[config.mk]
export PLATFORM = sky130hd
export DESIGN_NAME = hazard_unit
export DESIGN_NICKNAME = d
export VERILOG_FILES = /design/src/rtl/hazard_pkg.sv /design/src/rtl/sat_counter16.sv /design/src/rtl/hazard_unit.sv
export SDC_FILE = /design/constraint.sdc
export NUM_CORES = 1
export LEC_CHECK = 0
export CAP_MARGIN = 10
export CORE_MARGIN = 3
export CORE_UTILIZATION = 48
export CTS_BUF_LIST = sky130_fd_sc_hd__clkbuf_2 sky130_fd_sc_hd__clkbuf_4 sky130_fd_sc_hd__clkbuf_8
export CTS_CLUSTER_DIAMETER = 50
export DETAILED_ROUTE_END_ITERATION = 8
export GPL_TIMING_DRIVEN = 0
export PLACE_DENSITY_LB_ADDON = 0.05
export REMOVE_ABC_BUFFERS = 1
export SETUP_SLACK_MARGIN = 0.5
export SLEW_MARGIN = 20
export SYNTH_ARGS = -nofsm -noshare
export SYNTH_HDL_FRONTEND = slang
export SYNTH_SLANG_ARGS = --single-unit
export TNS_END_PERCENT = 50
[constraint.sdc]
create_clock -name clk -period 4 [get_ports clk]
set_clock_uncertainty 0.05 [all_clocks]
set_input_delay 1.2 -clock clk [delete_from_list [all_inputs] [get_ports clk]]
set_output_delay 1.2 -clock clk [all_outputs]
set_load 0.05 [all_outputs]
[src/rtl/hazard_pkg.sv]
// Shared definitions for the pipeline hazard unit.
//   state_e   : FSM encoding (RUN / HOLD)
//   STALL_1/2 : stall lengths of the one- and two-cycle hazard classes
//   CNT_W     : width of the stall / flush statistics counters
//   src_match : does the ID instruction read register r (r0 never matches)
package hazard_pkg;

   localparam int CNT_W   = 16;
   localparam int STALL_1 = 1;
   localparam int STALL_2 = 2;

   typedef enum logic {
      RUN  = 1'b0,
      HOLD = 1'b1
   } state_e;

   function automatic logic src_match(input logic       use_rs,
                                      input logic       use_rt,
                                      input logic [4:0] rs,
                                      input logic [4:0] rt,
                                      input logic [4:0] r);
      return (r != 5'd0) && ((use_rs && (rs == r)) || (use_rt && (rt == r)));
   endfunction

endpackage

[src/rtl/sat_counter16.sv]
// Saturating event counter.
//   clk   : clock, rising edge
//   clr_i : synchronous clear (wins over en_i)
//   en_i  : count one event this cycle
//   cnt_o : current count, sticks at all-ones
module sat_counter16
   import hazard_pkg::*;
(
   input  logic             clk,
   input  logic             clr_i,
   input  logic             en_i,
   output logic [CNT_W-1:0] cnt_o
);

   logic [CNT_W-1:0] cnt_q, cnt_d;

   always_comb begin
      cnt_d = cnt_q;
      if (en_i && (cnt_q != '1)) cnt_d = cnt_q + CNT_W'(1);
   end

   always_ff @(posedge clk) begin
      if (clr_i) cnt_q <= '0;
      else       cnt_q <= cnt_d;
   end

   assign cnt_o = cnt_q;

endmodule

[src/rtl/hazard_unit.sv]
// Pipeline hazard detection / stall control for a 5-stage pipeline with
// branches resolved in ID.
//   clk, reset            : clock and synchronous active-high reset
//   IFIDRs/Rt, IDUseRs/Rt : ID-stage source registers and their use flags
//   IDBranch, BranchTaken : ID instruction is a branch / resolved taken
//   IDEX*                 : EX-stage destination, reg-write, load flag
//   EXMEM*                : MEM-stage destination and load flag
//   MemBusy               : data memory wait request, freezes everything
//   PCWr, IFIDWr          : PC and IF/ID write enables
//   IFIDFlush, IDEXFlush  : bubble insertion into IF/ID and ID/EX
//   Freeze                : all pipeline registers hold
//   StallCycles           : saturating count of cycles with IDEXFlush
//   FlushCount            : saturating count of cycles with IFIDFlush
module hazard_unit
   import hazard_pkg::*;
(
   input  logic        clk,
   input  logic        reset,
   input  logic [4:0]  IFIDRs,
   input  logic [4:0]  IFIDRt,
   input  logic        IDUseRs,
   input  logic        IDUseRt,
   input  logic        IDBranch,
   input  logic        BranchTaken,
   input  logic [4:0]  IDEXRd,
   input  logic        IDEXRegWr,
   input  logic        IDEXMemRead,
   input  logic [4:0]  EXMEMRd,
   input  logic        EXMEMMemRead,
   input  logic        MemBusy,
   output logic        PCWr,
   output logic        IFIDWr,
   output logic        IFIDFlush,
   output logic        IDEXFlush,
   output logic        Freeze,
   output logic [15:0] StallCycles,
   output logic [15:0] FlushCount
);

   state_e     state_q, state_d;
   logic [1:0] cnt_q, cnt_d;   // stall cycles still owed after the current one

   logic m_ex, m_mem, h2, h1;

   assign m_ex  = src_match(IDUseRs, IDUseRt, IFIDRs, IFIDRt, IDEXRd);
   assign m_mem = src_match(IDUseRs, IDUseRt, IFIDRs, IFIDRt, EXMEMRd);

   // Branch needing a loaded value still in EX waits two cycles; the
   // remaining cases (load in MEM for a branch, ALU result in EX for a
   // branch, load-use for a non-branch) wait one.
   assign h2 = IDBranch && IDEXMemRead && m_ex;
   assign h1 = (IDBranch && EXMEMMemRead && m_mem) ||
               (IDBranch && IDEXRegWr && !IDEXMemRead && m_ex) ||
               (!IDBranch && IDEXMemRead && m_ex);

   always_comb begin
      state_d   = state_q;
      cnt_d     = cnt_q;
      PCWr      = 1'b1;
      IFIDWr    = 1'b1;
      IFIDFlush = 1'b0;
      IDEXFlush = 1'b0;
      Freeze    = 1'b0;
      if (reset) begin
         // outputs stay at the run defaults; the register block resets state
      end else if (MemBusy) begin
         PCWr   = 1'b0;
         IFIDWr = 1'b0;
         Freeze = 1'b1;
      end else if (state_q == HOLD) begin
         PCWr      = 1'b0;
         IFIDWr    = 1'b0;
         IDEXFlush = 1'b1;
         cnt_d     = cnt_q - 2'd1;
         if (cnt_d == 2'd0) state_d = RUN;
      end else if (h2 || h1) begin
         // BranchTaken is deliberately ignored while stalling: the branch
         // operands are not ready yet.
         PCWr      = 1'b0;
         IFIDWr    = 1'b0;
         IDEXFlush = 1'b1;
         if (h2) begin
            state_d = HOLD;
            cnt_d   = 2'(STALL_2 - STALL_1);
         end
      end else begin
         IFIDFlush = BranchTaken;
      end
   end

   always_ff @(posedge clk) begin
      if (reset) begin
         state_q <= RUN;
         cnt_q   <= 2'd0;
      end else begin
         state_q <= state_d;
         cnt_q   <= cnt_d;
      end
   end

   sat_counter16 u_stall_cnt (
      .clk   (clk),
      .clr_i (reset),
      .en_i  (IDEXFlush),
      .cnt_o (StallCycles)
   );

   sat_counter16 u_flush_cnt (
      .clk   (clk),
      .clr_i (reset),
      .en_i  (IFIDFlush),
      .cnt_o (FlushCount)
   );

endmodule

==> out/metrics.cfg, run 1 <==
[status]
status=completed

[timing]
rsz0062_at_grt=true
timing.final.crit_share_pct=90.7
slew_viol_final=0
final.setup.tns_ns=0
tightest_slew_ns=0.762
layout_min_cycle_time_ns=3.63
fmaxAchievable_mhz=276
finalSetupViolations=0
slew_headroom_pct=49.2
hold_violations=0

[worst_setup_path]
cpMaxStageDelayCell=o22ai_2
end_kind=output pin
cp-startpoint=EXMEMRd[4]
r2r_start=u_flush_cnt.cnt_o[9]
worstPathCellList=buf_8 -> xnor2_2 -> nand4_2 -> o22ai_2 -> a41oi_4 -> nand2_4 -> and2_4 -> buf_8
crit_type=input pin to output pin
arrival_ns=2.38
critPathMaxFanout=3
cp.required_ns=2.75
critPathMostFrequentCell=buf_8
cpPeakStageDelay_ns=0.20
start_kind=input pin

[grt]
grt_max_degree=43
grt_pass1_wl_microns=9160
grt_use_met2_pct=35.9
track_usage_pct=21.6
use_met3_pct=4.96
busiest_layer=met2
grt_overflow=0
grt_pass1_vias=2030
antenna_found_initial=0
gr-usage-met1_pct=26.3

[yosys]
ys_warn_count=0
synth_top_cells_by_area=dfxtp_1 32%, xnor2_1 8.9%, nand4_1 4.6%
syn_inst=244
synth-main-ff-cell=dfxtp_1
synth_edf_count=0
netlist_top_cells_count=35 x dfxtp_1, 22 x nor2_1, 22 x xnor2_1
synth_top_area_share_pct=32.4
synth_most_common_cell=dfxtp_1
seq_area_frac_synth_pct=32.4
ys_types=50
yosysTopAreaCell=dfxtp_1
syn_area_sq_um=2160
avgSynthCellArea_sq_um=8.87
synth_seq_cells=35
async_flop_share_pct=0

[pwr]
combinationalPowerShare_pct=17.0
sw_frac_of_total_pct=25.6
p_sw_uw=188
irDropWorstVdd_v=0.000230
p_clk_share_pct=35.1
seqPwrFrac_pct=47.8
power.density_nw_per_um2=237
p_int_uw=546
p_total_uw=734
p_leak_uw=0.00113

[route]
drc=0
antenna_left=0
first_iter_violations=103
drt-total-wl_microns=5550
wl_per_cell_microns=15.1
drtPass1Iterations=4
via_per_inst=5.67
num_vias=2086

[floorplan]
start_util_pct=51.8
dieArea_sq_um=5350
core_region_area_sq_um=4170
ioPinCount=67
std_cell_rows=23
die_x_microns=73.1
die_h_microns=73.1

[layout]
fin_area_sq_um=3100
finalNonFillerCells=368
antenna_cells=0
syn_to_final_growth_pct=43.3
nNetsFinal=351
final_layout_size_suffix_gt1_share_pct=23.6
fillers=323

[placement]
dpl.cell_count=354
place_congestion=0.844
dp_hpwl_microns=3920
port_buffers=66
placed_area_sq_um=2830

[clock_network]
clockBufferDepth=2
clock_sinks=35
ctsHtreeMaxLevel=2
clkTransAtPathRegs_ns=0.07
cts_inserted_buffers=5
cts_tree=built
cts_root_buf=clkbuf_8
insertion_delay_ns=0.29

[run]
maxCapViolCount=0

[hold_path]
hp-start=cnt_q[1]
hold_path_class=flip-flop to flip-flop

[logic make-up after synthesis]
group                    after synthesis  share of synthesized area, %
multiplexers                          10                          4.80
AO/OA/AOI/OAI                         44                          17.8
XOR/XNOR                              27                          10.9
adder cells (fa/ha/maj)                3                          1.74
buffers and inverters                 13                          3.53
AND/OR/NAND/NOR                      112                          28.8
flip-flops                            35                          32.4
[cell usage in the layout, fill, tap and decap left out, types with 2 or more instances in the layout]
master	synthesis	layout
mux2_1	3	3
nor2_1	22	21
or4_1	5	5
ha_1	3	3
buf_8	0	3
nor4_1	3	3
clkdlybuf4s50_1	0	33
xnor2_1	22	8
o21ai_0	5	5
a21oi_1	14	14
nand2_1	17	16
or3_1	3	3
nand4_1	16	16
nand2b_1	6	6
and2_1	3	2
nor3_1	2	2
o31ai_1	5	5
nor2b_1	7	7
nand3_1	13	13
nand2_4	1	2
inv_1	7	7
buf_6	1	9
and3_1	5	5
xor2_1	5	5
buf_4	1	13
and4_1	3	3
xnor2_2	0	13
dlygate4sd2_1	0	7
dfxtp_1	35	35
buf_2	0	6
a31o_2	4	4
clkbuf_8	1	6
mux2i_1	7	7
a21o_1	2	2
[through the flow]
step / util (%) / hold slack [ns] / setup slack [ns]
2_1_floorplan: - / 0.388 / -0.747
3_3_place_gp: 68.0 / 0.410 / -1.38
3_5_place_dp: 67.9 / 0.424 / -1.02
4_1_cts: 71.8 / 0.434 / 0.363
5_1_grt: 74.3 / 0.459 / 0.314
6_report: 74.3 / 0.431 / 0.374
[state kept, by name, indices dropped and copies added (netlist names)]
signal / count
u_flush_cnt.cnt_o: 16
u_stall_cnt.cnt_o: 16
cnt_q: 2
state_q: 1
[routing by layer]
layer,wire (microns),up-vias
met4,81,0
li1,-,1039
met3,271,6
met1,2330,991
met2,2870,50
met5,0,-
[worst paths after layout]
| path | to | slack, ns | depth (start not counted) |
|---|---|---|---|
| min reg2reg | cnt_q[1] | 0.43 | 2 |
| min | cnt_q[1] | 0.43 | 2 |
| max reg2reg | u_flush_cnt.cnt_o[13] | 1.80 | 7 |
| max | IDEXFlush | 0.37 | 8 |
[final cells by class]
class | instances | area (sq um) | share of cell area, %
clock buffers | 6 | 82.6 | 2.66
clock inverters | 1 | 5.00 | 0.161
inverters | 7 | 26.3 | 0.847
multi-input cells | 196 | 1540 | 49.6
flip-flops and latches | 35 | 701 | 22.6
well taps | 50 | 62.6 | 2.02
repair buffers | 73 | 684 | 22.1
[power by group through the flow]
stage | logic [uW] | clock network [uW] | registers [uW]
final | 125 | 258 | 351
after global routing | 133 | 284 | 351
after CTS | 114 | 265 | 351
after detailed placement | 107 | 0 | 359
after global placement | 106 | 0 | 359
after floorplan | 48.5 | 0 | 362
[what timing repair did]
item | 4_1_cts | 5_1_grt
hold buffers | 0 | 0
pin swaps | 32 | 11
endpoints found under the setup margin | 6 | 5
endpoints found under the hold margin | 0 | 0
setup buffers | 5 | 2
resized for setup | 147 | 20
[critical path: cells and delay by family]
kind / cells / cell delay [ns]
buffers and inverters: 2 / 0.24
xor gates and xnor gates: 1 / 0.16
AOI/OAI and AO/OA: 2 / 0.37
and+or+nand+nor: 3 / 0.39
Power figures use the tool's default switching activity.
==> inputs of run 2 (changes only) <==
--- a/config.mk
+++ b/config.mk
@@ -6,7 +6,6 @@
 export NUM_CORES = 1
 export LEC_CHECK = 0
 export CAP_MARGIN = 10
-export CORE_MARGIN = 3
 export CORE_UTILIZATION = 48
 export CTS_BUF_LIST = sky130_fd_sc_hd__clkbuf_2 sky130_fd_sc_hd__clkbuf_4 sky130_fd_sc_hd__clkbuf_8
 export CTS_CLUSTER_DIAMETER = 50
==> run 2 against run 1 <==
Effect of this change:
- cell count is 0.54% higher
- first-iteration DRC count is 18% lower
- fmax is 0.86% lower
- sequential cell count stayed put
- register-to-register slack hardly changed
- non-clock buffer count is 1 lower
==> out/metrics.cfg, run 2 (synthesis results as in run 1) <==
[status]
status=completed

[layout]
final_common_cell=dfxtp_1
multi_input_area_sq_um=1540
nNetsFinal=350
syn_to_final_growth_pct=44.7
fillers=343
antenna_cells=0
final_layout_size_suffix_gt1_share_pct=23.9
fin_util_pct=71.9
layout_common_cells=35 x dfxtp_1, 33 x clkdlybuf4s50_1, 21 x nor2_1
seq_area_sq_um=701

[timing]
finalSetupViolations=0
final.setup.worst_slack_ns=0.343
hold_violations=0
layout_min_cycle_time_ns=3.66
slew_headroom_pct=49.6
fmaxAchievable_mhz=273
timing.final.crit_share_pct=91.4
rsz0062_at_grt=true
tightest_slew_ns=0.756
slew_viol_final=0

[floorplan]
core_region_area_sq_um=4350
start_util_pct=49.7
die_x_microns=69.1
dieArea_sq_um=4780
std_cell_rows=24
die_h_microns=69.1
ioPinCount=67

[worst_setup_path]
crit_type=input pin to output pin
arrival_ns=2.41
start_kind=input pin
critPathMaxFanout=3
cp-startpoint=EXMEMRd[3]
end_kind=output pin
r2r_start=u_flush_cnt.cnt_o[2]
cp.required_ns=2.75

[clock_network]
clockBufferDepth=2
cts_inserted_buffers=5
clkTransAtPathRegs_ns=0.07
cts_root_buf=clkbuf_8
ctsHtreeMaxLevel=2
clock_sinks=35
cts_tree=built
insertion_delay_ns=0.29

[placement]
dp_hpwl_microns=3670
port_buffers=66
place_worst_setup_slack_ns=-0.995
place_congestion=0.831

[grt]
grt_overflow=0
track_usage_pct=23.7
grt_pass1_vias=1976
grt_max_degree=43
grt_pass1_wl_microns=9360
antenna_found_initial=0

[hold_path]
hp-start=cnt_q[1]
hold_path_class=flip-flop to flip-flop

[run]
maxCapViolCount=0

[route]
wl_per_cell_microns=15.0
drt-total-wl_microns=5570
drc=0
via_per_inst=5.57
drtPass1Iterations=4
num_vias=2060
first_iter_violations=84
antenna_left=0

[pwr]
power.density_nw_per_um2=238
p_leak_uw=0.00114
irDropWorstVdd_v=0.000184

-- run 2: cell types whose count changed in the layout (fill, tap and decap cells not counted) --
cell,delta
buf_4,-5
buf_8,+2
buf_12,+1
buf_2,+1
buf_6,+1
clkbuf_8,-1
clkinvlp_4,+1
nor3_1,-1
nor3_2,+1
-- run 2: repair_timing --
| action | in CTS | in global routing |
|---|---|---|
| setup endpoints to repair | 5 | 5 |
| pin swaps | 32 | 11 |
| hold buffers | 0 | 0 |
| buffers inserted | 5 | 1 |
| resized for setup | 158 | 15 |
-- run 2: critical path, stage by stage --
cell and delay [ns]:
buf_6 0.11, xnor2_2 0.16, nand4_1 0.13, o22ai_2 0.24, a41oi_4 0.16, nand2_4 0.12, and2_4 0.15, buf_8 0.14
-- run 2: final timing paths --
path / slack, ns / depth (start not counted) / endpoint
max reg2reg: 1.80 / 7 / u_flush_cnt.cnt_o[13]
min reg2reg: 0.42 / 2 / cnt_q[1]
max: 0.34 / 8 / IDEXFlush
min: 0.42 / 2 / cnt_q[1]
-- run 2: power by group --
| part | switching [uW] | internal (uW) |
|---|---|---|
| Sequential | 1.69 | 349 |
| Clock | 135 | 129 |
| Combinational | 65.3 | 64.7 |
-- run 2: layout make-up --
class | instances | area share, %
Clock buffer | 6 | 2.44
Tap cell | 52 | 2.08
Multi-Input combinational cell | 196 | 49.3
Sequential cell | 35 | 22.4
Clock inverter | 2 | 0.400
Inverter | 7 | 0.839
Timing Repair Buffer | 72 | 22.5
-- run 2: routing by layer --
layer	global-route usage [%]	share of wire [%]
met1	30.2	43
met2	40.0	52
met4	7.48	0.86
met5	0	0
met3	4.97	4.3
-- run 2: through the flow --
step           hold WS [ns]  instances  instance area [sq um]  setup TNS (ns)  total power, uW
6_report              0.424        370                   3130               0              744
5_1_grt               0.464        370                   3130               0              773
4_1_cts               0.427        369                   3040               0              735
3_5_place_dp          0.416        356                   2830           -3.86              465
3_3_place_gp          0.411        356                   2840          -13.64              465
2_1_floorplan         0.388        238                   2110           -1.49              410
==> patch 1 (flow settings as in run 1) <==
Make the reset (`reset`) asynchronous in one clocked block. Comments in the files are not updated.
--- a/src/rtl/hazard_unit.sv
+++ b/src/rtl/hazard_unit.sv
@@ -88,7 +88,7 @@
       end
    end
 
-   always_ff @(posedge clk) begin
+   always_ff @(posedge clk or posedge reset) begin
       if (reset) begin
          state_q <= RUN;
          cnt_q   <= 2'd0;
Behaviour: same outputs for any inputs over 10 cycles, from zero or initial values and one cycle with reset high; that may be too few to reach the edited logic, so the function may still have changed.
==> patch 1 against run 1 <==
Synthesized area down 5.1%; total power up 15%; first-iteration DRC count down 41%; sequential share of layout area up 2.0 points; sequential cell count unchanged; cell area down 6.3%; setup slack worse by 0.14 ns; utilization down 2.7 points; via count down 2.2%; routed wire length down 10%; count of clock-buffer cells in the layout unchanged; largest power group unchanged.
==> patch 1: results (changes against run 1) <==
{| class="wikitable"
! Metric !! Value
|-
| Run status || finished, final reports clean
|-
| Crit path largest cell delay || 0.55 ns (+0.35 ns)
|-
| Most area-consuming cells after synthesis || sky130_fd_sc_hd__dfxtp_1, sky130_fd_sc_hd__xnor2_1, sky130_fd_sc_hd__nand4_1
|-
| Detailed router's first-iteration violation count || 61 (-41%)
|-
| Pre-CTS worst setup slack || -1.09 ns (-0.0634 ns)
|-
| Mux share of post-synthesis cell area || 4.63% (-0.17 points)
|-
| CP endpoint || IFIDWr
|-
| Gpl congestion || 0.842 (-0.28%)
|-
| Met1 Resource Use GR || 27.0% (+0.70 points)
|-
| Average detailed-routed wire length per instance || 13.7 µm (-9.4%)
|-
| Multi-input logic portion of the cell area || 47.2% (-2.4 points)
|-
| Highest ir drop seen on vdd || 0.271 mV (+17%)
|-
| Fraction of layout instances using a drive strength above 1 || 21.9% (-1.7 points)
|-
| Area share of xor/xnor cells in the synthesized design || 11.1% (+0.17 points)
|-
| Amount of wire on met3 after detailed routing || 363 µm (+34%)
|-
| Static power due to leakage || 1.07 nW (-5.4%)
|-
| Top fanout value on the critical path || 5 (+2)
|-
| Combined flip-flop and latch cell area || 716 µm² (+2.1%)
|-
| Clock distribution area overhead in the final layout || 3.06% (+0.23 points)
|-
| Reg2reg end || u_stall_cnt.cnt_o[11]
|-
| Critical path startpoint || IDEXRd[4]
|-
| Asr flop ratio synth || 8.57% (+8.6 points)
|-
| Comb_multi_in || 192 (-2.0%)
|-
| Register-to-register setup slack || 1.58 ns (-0.22 ns)
|-
| Layout filler cell count || 332 (+2.8%)
|-
| Global-route usage over all layers || 20.3% (-1.3 points)
|-
| Number of global-route vias before repair || 1849 (-8.9%)
|-
| Share of the synthesized area in compound gates (AO/OA/AOI/OAI) || 17.7% (-0.13 points)
|-
| Most frequent cells after synthesis || sky130_fd_sc_hd__dfxtp_1, sky130_fd_sc_hd__xnor2_1, sky130_fd_sc_hd__nand2_1
|-
| Total length of routed met2 wires || 2320 µm (-19%)
|-
| Sum of net half-perimeters after detailed placement || 3570 µm (-8.9%)
|-
| WL met1 || 2230 µm (-4.2%)
|-
| Origin of the worst min-delay path || u_flush_cnt.cnt_o[10]
|-
| Actual slew at the worst max-slew pin || 0.684 ns (-0.0778 ns)
|-
| Cell Count, Final, Fillers Out || 365 (-0.82%)
|-
| Maximum number of pins on one net before global-route repair || 36 (-16%)
|-
| Final Net Count || 347 (-1.1%)
|-
| Synth Area in Adders || 1.83% (+0.094 points)
|-
| Post-synth cell types || 48 (-4.0%)
|-
| Vias per Instance || 5.59 (-1.4%)
|-
| Slowest CP cell || sky130_fd_sc_hd__or4_4
|-
| Sequential-to-total area share from yosys stat || 34.9% (+2.5 points)
|}
patch 1: cell count changes in the layout (fill, tap and decap cells not counted), sizes merged, moves of 6 or more:
cell and delta:
nand2b -6, clkbuf +9, nand2 +7, o21ai +8, dlygate4sd2 -6, or3 +7, buf -10
patch 1: power by group:
part	switching (mW)	total (mW)	internal, mW
registers	0.0149	0.380	0.365
clock network	0.125	0.253	0.128
logic	0.119	0.213	0.0939
patch 1: timing repair:
item                                    4_1_cts  5_1_grt
pin swaps                                    16       20
cloned                                        1        0
resized for setup                            96       29
buffers inserted                              6        1
endpoints found under the setup margin        6        7
hold buffers                                  0        0
patch 1: through the flow:
stage               util [%]  cell area, µm²  hold slack [ns]
finish                  71.6            2910            0.451
global route            71.6            2910            0.476
floorplan                  -            2020            0.415
global placement        67.6            2740            0.426
CTS                     71.8            2910            0.458
detailed placement      67.4            2740            0.442
patch 1: worst min-delay path: cells and delay by family (launching register included):
kind	cells	cell delay, ns
compound gates	2	0.13
flops	1	0.33
==> patch 2 (flow settings as in run 1) <==
Without the edit above. Register the output `FlushCount`, without a reset; this adds one clock of latency there. The other outputs are not delayed to match. Comments in the files are not updated.
--- a/src/rtl/hazard_unit.sv
+++ b/src/rtl/hazard_unit.sv
@@ -36,6 +36,8 @@
    output logic [15:0] StallCycles,
    output logic [15:0] FlushCount
 );
+
+   logic [15:0] FlushCount_d;
 
    state_e     state_q, state_d;
    logic [1:0] cnt_q, cnt_d;   // stall cycles still owed after the current one
@@ -109,8 +111,12 @@
       .clk   (clk),
       .clr_i (reset),
       .en_i  (IFIDFlush),
-      .cnt_o (FlushCount)
+      .cnt_o (FlushCount_d)
    );
+
+   always_ff @(posedge clk) begin
+      FlushCount <= FlushCount_d;
+   end
 
 endmodule
 
Function: changed (a bounded check fails within 4 cycles, from zero or initial values and one cycle with reset high).
==> patch 2 against run 1 <==
Final cell count grew 8.7%; critical path depth is the same; critical path type unchanged; highest routed layer unchanged; routed wire length shrank 1.5%; count of clock-buffer cells in the layout shrank 1; setup slack lost 0.030 ns; total power grew 28%; global-route usage shrank 2.4 points; synthesized area grew 11%; sequential cell count grew 16; largest cell class unchanged; cell area grew 7.4%.
==> patch 2: results (changes against run 1) <==
{| class="wikitable"
! Metric !! Value
|-
| Reg2reg end || u_flush_cnt.cnt_o[9]
|-
| Top fanout value on the critical path || 4 (+1)
|-
| Layout filler cell count || 404 (+25%)
|-
| Total number of vias || 2128 (+2.0%)
|-
| Number of global-route vias before repair || 2000 (-1.5%)
|-
| Worst path arrival time || 2.41 ns (+0.03 ns)
|-
| Hold Crit Endpoint || FlushCount[5]
|-
| Sum of net half-perimeters after detailed placement || 3870 µm (-1.1%)
|-
| Share of Yosys cell area claimed by the top area cell type || 42.3% (+10 points)
|-
| Origin of the worst min-delay path || u_flush_cnt.cnt_o[5]
|-
| Asr flop ratio synth || 0% (unchanged)
|-
| Post-synth cell types || 45 (-10%)
|-
| Static power due to leakage || 1.21 nW (+7.0%)
|-
| R2R Path Start || u_flush_cnt.cnt_o[0]
|-
| Combined flip-flop and latch cell area || 0.00102 mm² (+46%)
|-
| Sequential-to-total area share from yosys stat || 42.3% (+10 points)
|-
| Pre-CTS worst setup slack || -1.26 ns (-0.235 ns)
|-
| Most frequent cells after synthesis || sky130_fd_sc_hd__dfxtp_1, sky130_fd_sc_hd__nor2_1, sky130_fd_sc_hd__nand2_1
|-
| Most area-consuming cells after synthesis || sky130_fd_sc_hd__dfxtp_1, sky130_fd_sc_hd__xnor2_1, sky130_fd_sc_hd__nor2_1
|-
| Global-route usage over all layers || 19.2% (-2.4 points)
|-
| Insertion delay to the later sink of the worst-skew pair || 0.31 ns (+0.02 ns)
|-
| Gpl congestion || 0.804 (-4.8%)
|-
| Run status || finished, final reports clean
|-
| Final Net Count || 365 (+4.0%)
|-
| Average detailed-routed wire length per instance || 13.7 µm (-9.4%)
|-
| Number of cells on the worst hold path || 0 (-2)
|-
| Actual slew at the worst max-slew pin || 0.503 ns (-0.259 ns)
|-
| Critical path startpoint || IFIDRt[2]
|-
| Register-to-register setup slack || 1.72 ns (-0.08 ns)
|-
| Maximum number of pins on one net before global-route repair || 34 (-21%)
|-
| Reg2reg path depth || 8 (+1)
|-
| Most common flop cell mapped by yosys || sky130_fd_sc_hd__dfxtp_1
|-
| Fraction of layout instances using a drive strength above 1 || 21.6% (-2.0 points)
|}
## patch 2: what timing repair did
item | CTS | global route
hold buffers | 0 | 0
pin swaps | 28 | 6
cloned | 0 | 0
setup buffers | 5 | 2
resized for setup | 157 | 4
setup endpoints to repair | 8 | 4
## patch 2: cell type report
class,count,area share (%)
Clock buffer,5,2.07
Multi-Input combinational cell,193,42.7
Tap cell,67,2.52
Sequential cell,51,30.7
Clock inverter,3,0.827
Inverter,8,0.939
Timing Repair Buffer,73,20.3
## patch 2: worst max-delay path by stage
stage                     cells after the start         to  slack [ns]
after floorplan                               6     IFIDWr       -1.49
after detailed placement                      8       PCWr       -1.26
after global routing                          8  IDEXFlush        0.28
final                                         8  IDEXFlush        0.34
after CTS                                     8  IDEXFlush        0.39
after global placement                        4     IFIDWr       -1.55
## patch 2: worst max-delay path, stage by stage
cell and delay [ns]:
sky130_fd_sc_hd__buf_8 0.10, sky130_fd_sc_hd__xnor2_2 0.15, sky130_fd_sc_hd__nand4_1 0.13, sky130_fd_sc_hd__o22ai_2 0.26
sky130_fd_sc_hd__a41oi_4 0.16, sky130_fd_sc_hd__nand2_4 0.11, sky130_fd_sc_hd__and2_4 0.15, sky130_fd_sc_hd__buf_8 0.13
## patch 2: cell families (layout without fill, tap and decap cells)
group / Yosys count / in the layout / share of synthesized area [%]
buffers and inverters: 15 / 89 / 4.05
adders and majority gates: 3 / 3 / 1.56
muxes: 4 / 4 / 1.71
and+or+nand+nor: 105 / 105 / 23.3
AOI/OAI and AO/OA: 54 / 54 / 17.2
xor gates and xnor gates: 27 / 27 / 9.81
DFF: 51 / 51 / 42.3
## patch 2: metrics by stage
stage	instance area, µm²	setup TNS (ns)	instances	hold slack, ns
floorplan	2340	-3.01	252	0.302
global placement	3090	-9.15	385	0.313
detailed placement	3080	-4.75	385	0.317
CTS	3300	0	398	0.330
global route	3330	0	400	0.345
finish	3330	0	400	0.328
## patch 2: where the power goes
part / switching (mW) / internal [mW]
Clock: 0.179 / 0.129
Sequential: 0.00149 / 0.509
Combinational: 0.0613 / 0.0577
Total: 0.242 / 0.696
## patch 2: routing by layer
| metal | part of all wire [%] | up-vias | global-route usage [%] |
|---|---|---|---|
| met5 | 0 | - | 0 |
| met4 | 1.1 | 0 | 4.71 |
| met3 | 3.4 | 8 | 3.64 |
| met2 | 51 | 51 | 33.3 |
| met1 | 45 | 981 | 24.4 |
| li1 | - | 1088 | - |
